[src/rtl/mycpu_pkg.sv]
// Shared CPU-wide constants: default datapath widths used by the fetch/decode blocks.
package mycpu_pkg;
  localparam int PC_W_DEF   = 32;
  localparam int INST_W_DEF = 32;
endpackage

[src/rtl/ifq_storage.sv]
// Instruction queue entry array: one synchronous write port, one asynchronous read port.
module ifq_storage #(
  parameter int DEPTH = 4,
  parameter int ENT_W = 65
) (
  input  logic                     clk,
  input  logic                     we,
  input  logic [$clog2(DEPTH)-1:0] waddr,
  input  logic [ENT_W-1:0]         wdata,
  input  logic [$clog2(DEPTH)-1:0] raddr,
  output logic [ENT_W-1:0]         rdata
);
  logic [ENT_W-1:0] mem [DEPTH];

  // Contents are never reset; occupancy tracking in the parent decides validity.
  always_ff @(posedge clk) begin
    if (we) mem[waddr] <= wdata;
  end

  assign rdata = mem[raddr];
endmodule

[src/rtl/if_id_queue.sv]
// IF->ID instruction queue with valid/ready handshakes, delay-slot tagging and single-cycle flush.
module if_id_queue
  import mycpu_pkg::*;
#(
  parameter int PC_W   = PC_W_DEF,
  parameter int INST_W = INST_W_DEF,
  parameter int DEPTH  = 4
) (
  input  logic                     clk,
  input  logic                     reset,
  input  logic                     flush,
  input  logic                     if_valid,
  output logic                     if_ready,
  input  logic [PC_W-1:0]          if_pc,
  input  logic [INST_W-1:0]        if_inst,
  input  logic                     if_addr_error,
  output logic                     id_valid,
  input  logic                     id_ready,
  input  logic                     id_branch,
  output logic [PC_W-1:0]          id_pc,
  output logic [INST_W-1:0]        id_inst,
  output logic                     id_addr_error,
  output logic                     id_bd,
  output logic [$clog2(DEPTH):0]   count
);
  localparam int PTR_W = $clog2(DEPTH);
  localparam int CNT_W = PTR_W + 1;
  localparam int ENT_W = PC_W + INST_W + 1;

  logic [PTR_W-1:0] wr_ptr, rd_ptr;
  logic [CNT_W-1:0] cnt;
  logic             bd_flag;
  logic             full, enq, deq;
  logic [ENT_W-1:0] wr_ent, rd_ent;

  assign full     = (cnt == CNT_W'(DEPTH));
  assign if_ready = !full && !flush && !reset;
  assign id_valid = (cnt != '0);
  assign enq      = if_valid && if_ready;
  assign deq      = id_valid && id_ready;
  assign wr_ent   = {if_addr_error, if_pc, if_inst};

  ifq_storage #(.DEPTH(DEPTH), .ENT_W(ENT_W)) u_storage (
    .clk   (clk),
    .we    (enq),
    .waddr (wr_ptr),
    .wdata (wr_ent),
    .raddr (rd_ptr),
    .rdata (rd_ent)
  );

  // Flush and reset share the same clearing and override any same-edge handshake.
  always_ff @(posedge clk) begin
    if (reset || flush) begin
      wr_ptr  <= '0;
      rd_ptr  <= '0;
      cnt     <= '0;
      bd_flag <= 1'b0;
    end else begin
      if (enq) wr_ptr <= wr_ptr + 1'b1;
      if (deq) begin
        rd_ptr  <= rd_ptr + 1'b1;
        bd_flag <= id_branch;
      end
      case ({enq, deq})
        2'b10:   cnt <= cnt + 1'b1;
        2'b01:   cnt <= cnt - 1'b1;
        default: cnt <= cnt;
      endcase
    end
  end

  // Head data is masked to zero while empty so stale array contents never leak to ID.
  assign id_inst       = id_valid ? rd_ent[INST_W-1:0]           : '0;
  assign id_pc         = id_valid ? rd_ent[INST_W +: PC_W]       : '0;
  assign id_addr_error = id_valid ? rd_ent[ENT_W-1]              : 1'b0;
  assign id_bd         = id_valid && bd_flag;
  assign count         = cnt;
endmodule

[config.mk]
export PLATFORM = sky130hd
export DESIGN_NAME = if_id_queue
export DESIGN_NICKNAME = d
export VERILOG_FILES = /design/src/rtl/mycpu_pkg.sv /design/src/rtl/ifq_storage.sv /design/src/rtl/if_id_queue.sv
export SDC_FILE = /design/constraint.sdc
export NUM_CORES = 1
export LEC_CHECK = 0
export ABC_AREA = 1
export BUFFER_PORTS_ARGS = -buffer_cell sky130_fd_sc_hd__buf_4
export CORE_ASPECT_RATIO = 1.75
export CORE_MARGIN = 3
export CORE_UTILIZATION = 40
export CTS_CLUSTER_DIAMETER = 200
export DETAILED_ROUTE_END_ITERATION = 8
export HOLD_SLACK_MARGIN = 0.03
export PLACE_DENSITY_LB_ADDON = 0.05
export SLEW_MARGIN = 20
export SYNTH_ARGS = -nofsm -noshare
export SYNTH_HDL_FRONTEND = slang
export SYNTH_SLANG_ARGS = --single-unit
[constraint.sdc]
create_clock -name clk -period 11 [get_ports clk]
set_input_delay 1.65 -clock clk [delete_from_list [all_inputs] [get_ports clk]]
set_output_delay 1.65 -clock clk [all_outputs]
set_load 0.005 [all_outputs]
==> summary.txt <==
Layout
  • ANT cells: 0
  • Area grow syn2layout: 18.7%
  • Layout cells sized above 1: 0.196
  • Final core occ: 0.485
  • NumNets Final: approximately 1.1k

Yosys
  • Yosys reg bits: between 200 and 300
  • Synthesized Nets: around 900
  • Share of the synthesized area in the top cell type: 0.733
  • Ranking of synthesized cells by area: edfxtp_1, nor2_1, a21oi_1, o21ai_0, o21ai_1
  • Most common cell in the netlist: nor2_1
  • Yosys top cell by area: edfxtp_1
  • Post-Syn Area: approximately 11000 um^2
  • Primary FF master, synth: edfxtp_1
  • Gate Count Post-Synth: approximately 850
  • Ys async rst share: 0
  • EDFF count, synth: 260
  • Syn_area_per_cell: 12.6 um^2
  • Cell variety after synth: 23
  • Warnings, synthesis: 0
  • Register area share after synthesis: 0.752
  • Synth top cells by count: nor2_1, edfxtp_1, a21oi_1

Power and ir drop
  • Clk network pwr share: 0.399
  • Psw: between 0.4 and 0.5 mW
  • Sequential share of power: 0.557
  • Total Power: between 2 and 2.5 mW
  • Power Density: around 160 nW/um^2
  • Pint: ~1.6 mW
  • Sw Share: 0.200
  • Worst VDD drop: roughly 0.13 mV
  • Comb pwr share: 0.044
  • Leak pwr: 4.51 nW

Clock network
  • Max Buffers Root-to-Sink: 3
  • Total CTS buffers: 25
  • Hold_buf cts: 0
  • Clk root buf: clkbuf_16
  • Sinks on Clock Net: 270
  • CTS tree: yes
  • Worst skew pair latency: about 0.53 ns
  • Postcts setup bufs: 0
  • Htree depth: 1
  • Reg clk slew, reported paths: about 0.060 ns
  • CTS resizes: 0

Setup path
  • CP Launch Type: flip-flop
  • Critical Path End Type: primary output
  • Crit path kind: flip-flop to primary output
  • CP Max Fanout: between 80 and 90
  • Crit path DAT: 3.20 ns
  • Path depth of the worst reg2reg path: 5
  • Data required time of the worst path: 9.35 ns
  • CP endpoint: id_inst[7]
  • R2r setup slk: 8.02 ns
  • FF-to-FF Start: count[1]
  • R2R Path End: u_storage.mem[3][23]

Detailed routing
  • # DRC: 0
  • Iteration-0 DRC count of the detailed router: 530
  • Vias per cell: slightly above 5
  • Final wirelength: 24.4 mm
  • Detail Route Antenna Nets: 0
  • Via count: 6709
  • First drt pass iteration count: 4
  • Drt wl/cell: between 15 and 20 um

STA
  • Final setup viols: 0
  • Final period util: 0.441
  • Max Freq: about 210 MHz
  • Max-slew violation count: 0
  • Clk_skew: 0.00843 ns
  • PnR worst setup slack: ~6.1 ns
  • Slew margin rel.: 0.304
  • RSZ-0062 raised after global routing: no
  • Fin. Hold Viols: 0
  • Final Critical Period: ~4.9 ns
  • Worst Tran Pin Value: 1.04 ns
  • Setup_tns: 0 ns

Floorplanning
  • Die Area: 28700 um^2
  • Row cnt: between 70 and 80
  • # IOs: roughly 140
  • Chip Width: roughly 130 um
  • Die H: roughly 220 um
  • Initial Util: 0.409
  • Core area: approximately 26000 um^2

Run
  • Max-cap violations: 0

Global routing
  • First-pass GRT wire length: between 30 and 40 mm
  • Vias in the first global route: roughly 7k
  • Tot GR Track Use: 0.170
  • Largest net degree at the start of global routing: 82
  • Antenna violations before repair: 0
  • GR Overflow Total: 0

Placement
  • IO buf count: ~140
  • DP HPWL: between 10 and 15 mm
  • Setup Slack @ Placement: ~6.3 ns
  • GPL Wtd Cong: around 0.74

Status
  • Status: completed

Hold path
  • Hold Path Class: flip-flop to flip-flop
  • Hold Crit Start: bd_flag
## placed cells by master, fill, tap and decap left out
cell / Yosys / final
nor2_1: 270 / 266
edfxtp_1: 260 / 260
buf_4: 7 / 150
a21oi_1: 71 / 71
o21ai_0: 69 / 69
o21ai_1: 63 / 63
clkbuf_16: 0 / 25
inv_1: 18 / 18
nand2_1: 15 / 15
dfxtp_1: 10 / 8
nand3_1: 6 / 6
clkbuf_1: 5 / 6
clkinv_2: 0 / 5
ha_1: 5 / 5
clkinv_1: 0 / 5
nor2_4: 0 / 4
nor2_2: 2 / 2
bufinv_16: 0 / 2
nand2_2: 1 / 1
clkinv_4: 0 / 1
nand4_1: 1 / 1
nand3b_1: 1 / 1
fa_1: 1 / 1
dfxtp_4: 0 / 1
dfxtp_2: 0 / 1
inv_6: 0 / 1
clkinvlp_4: 0 / 1
## routing by layer
layer	GRT usage	up-vias	wire length, um
met5	0	-	0
met4	0.0502	0	564
met3	0.0275	35	1250
met2	0.316	152	13100
met1	0.198	3298	9510
li1	-	3224	-
## sequential cells by signal (all words and copies together), names as in the netlist, named ones only
signal         flops
rd_ptr             2
u_storage.mem    260
wr_ptr             2
count              3
bd_flag            1
## worst min path at each step
stage / cells past startpoint / endpoint / slack (ns)
6_report: 2 / bd_flag / 0.49
5_1_grt: 2 / bd_flag / 0.52
4_1_cts: 2 / bd_flag / 0.49
3_5_place_dp: 2 / bd_flag / 0.48
3_3_place_gp: 2 / bd_flag / 0.47
2_1_floorplan: 2 / bd_flag / 0.45
## final cells by class
type	instances	area, um^2
timing repair buffer	150	1130
tap	320	400
sequential	270	8010
fill	2338	13400
clock inverter	12	110
inverter	21	86.3
multi-input combinational	505	2260
clock buffer	31	648
## power by group through the flow
stage	sequential (mW)	clock (mW)	combinational (mW)
finish	1.14	0.817	0.0910
global route	1.14	0.889	0.102
CTS	1.14	0.841	0.0936
detailed placement	1.16	0	0.0934
global placement	1.16	0	0.0924
floorplan	1.16	0	0.0372
## cell families after synthesis
group / after synthesis / synth area share
AO/OA/AOI/OAI: 203 / 0.0954
adder cells (fa/ha/maj): 6 / 0.00775
buffers and inverters: 71 / 0.0387
flip-flops: 270 / 0.752
AND/OR/NAND/NOR: 296 / 0.106
## per-stage QoR
| step | cells | instance area [um^2] | hold WS (ns) |
|---|---|---|---|
| after global placement | 1266 | 11900 | 0.465 |
| after CTS | 1309 | 12600 | 0.489 |
| after floorplan | 846 | 10700 | 0.454 |
| after detailed placement | 1266 | 11900 | 0.481 |
| after global routing | 1309 | 12600 | 0.523 |
| final | 1309 | 12600 | 0.486 |
## critical path: stages (launching register included)
cell and delay (ns):
dfxtp_4 0.88, clkinv_4 0.69, buf_4 0.51, o21ai_0 0.24, a21oi_1 0.09, buf_4 0.18
(Power assumes the default switching activity.)
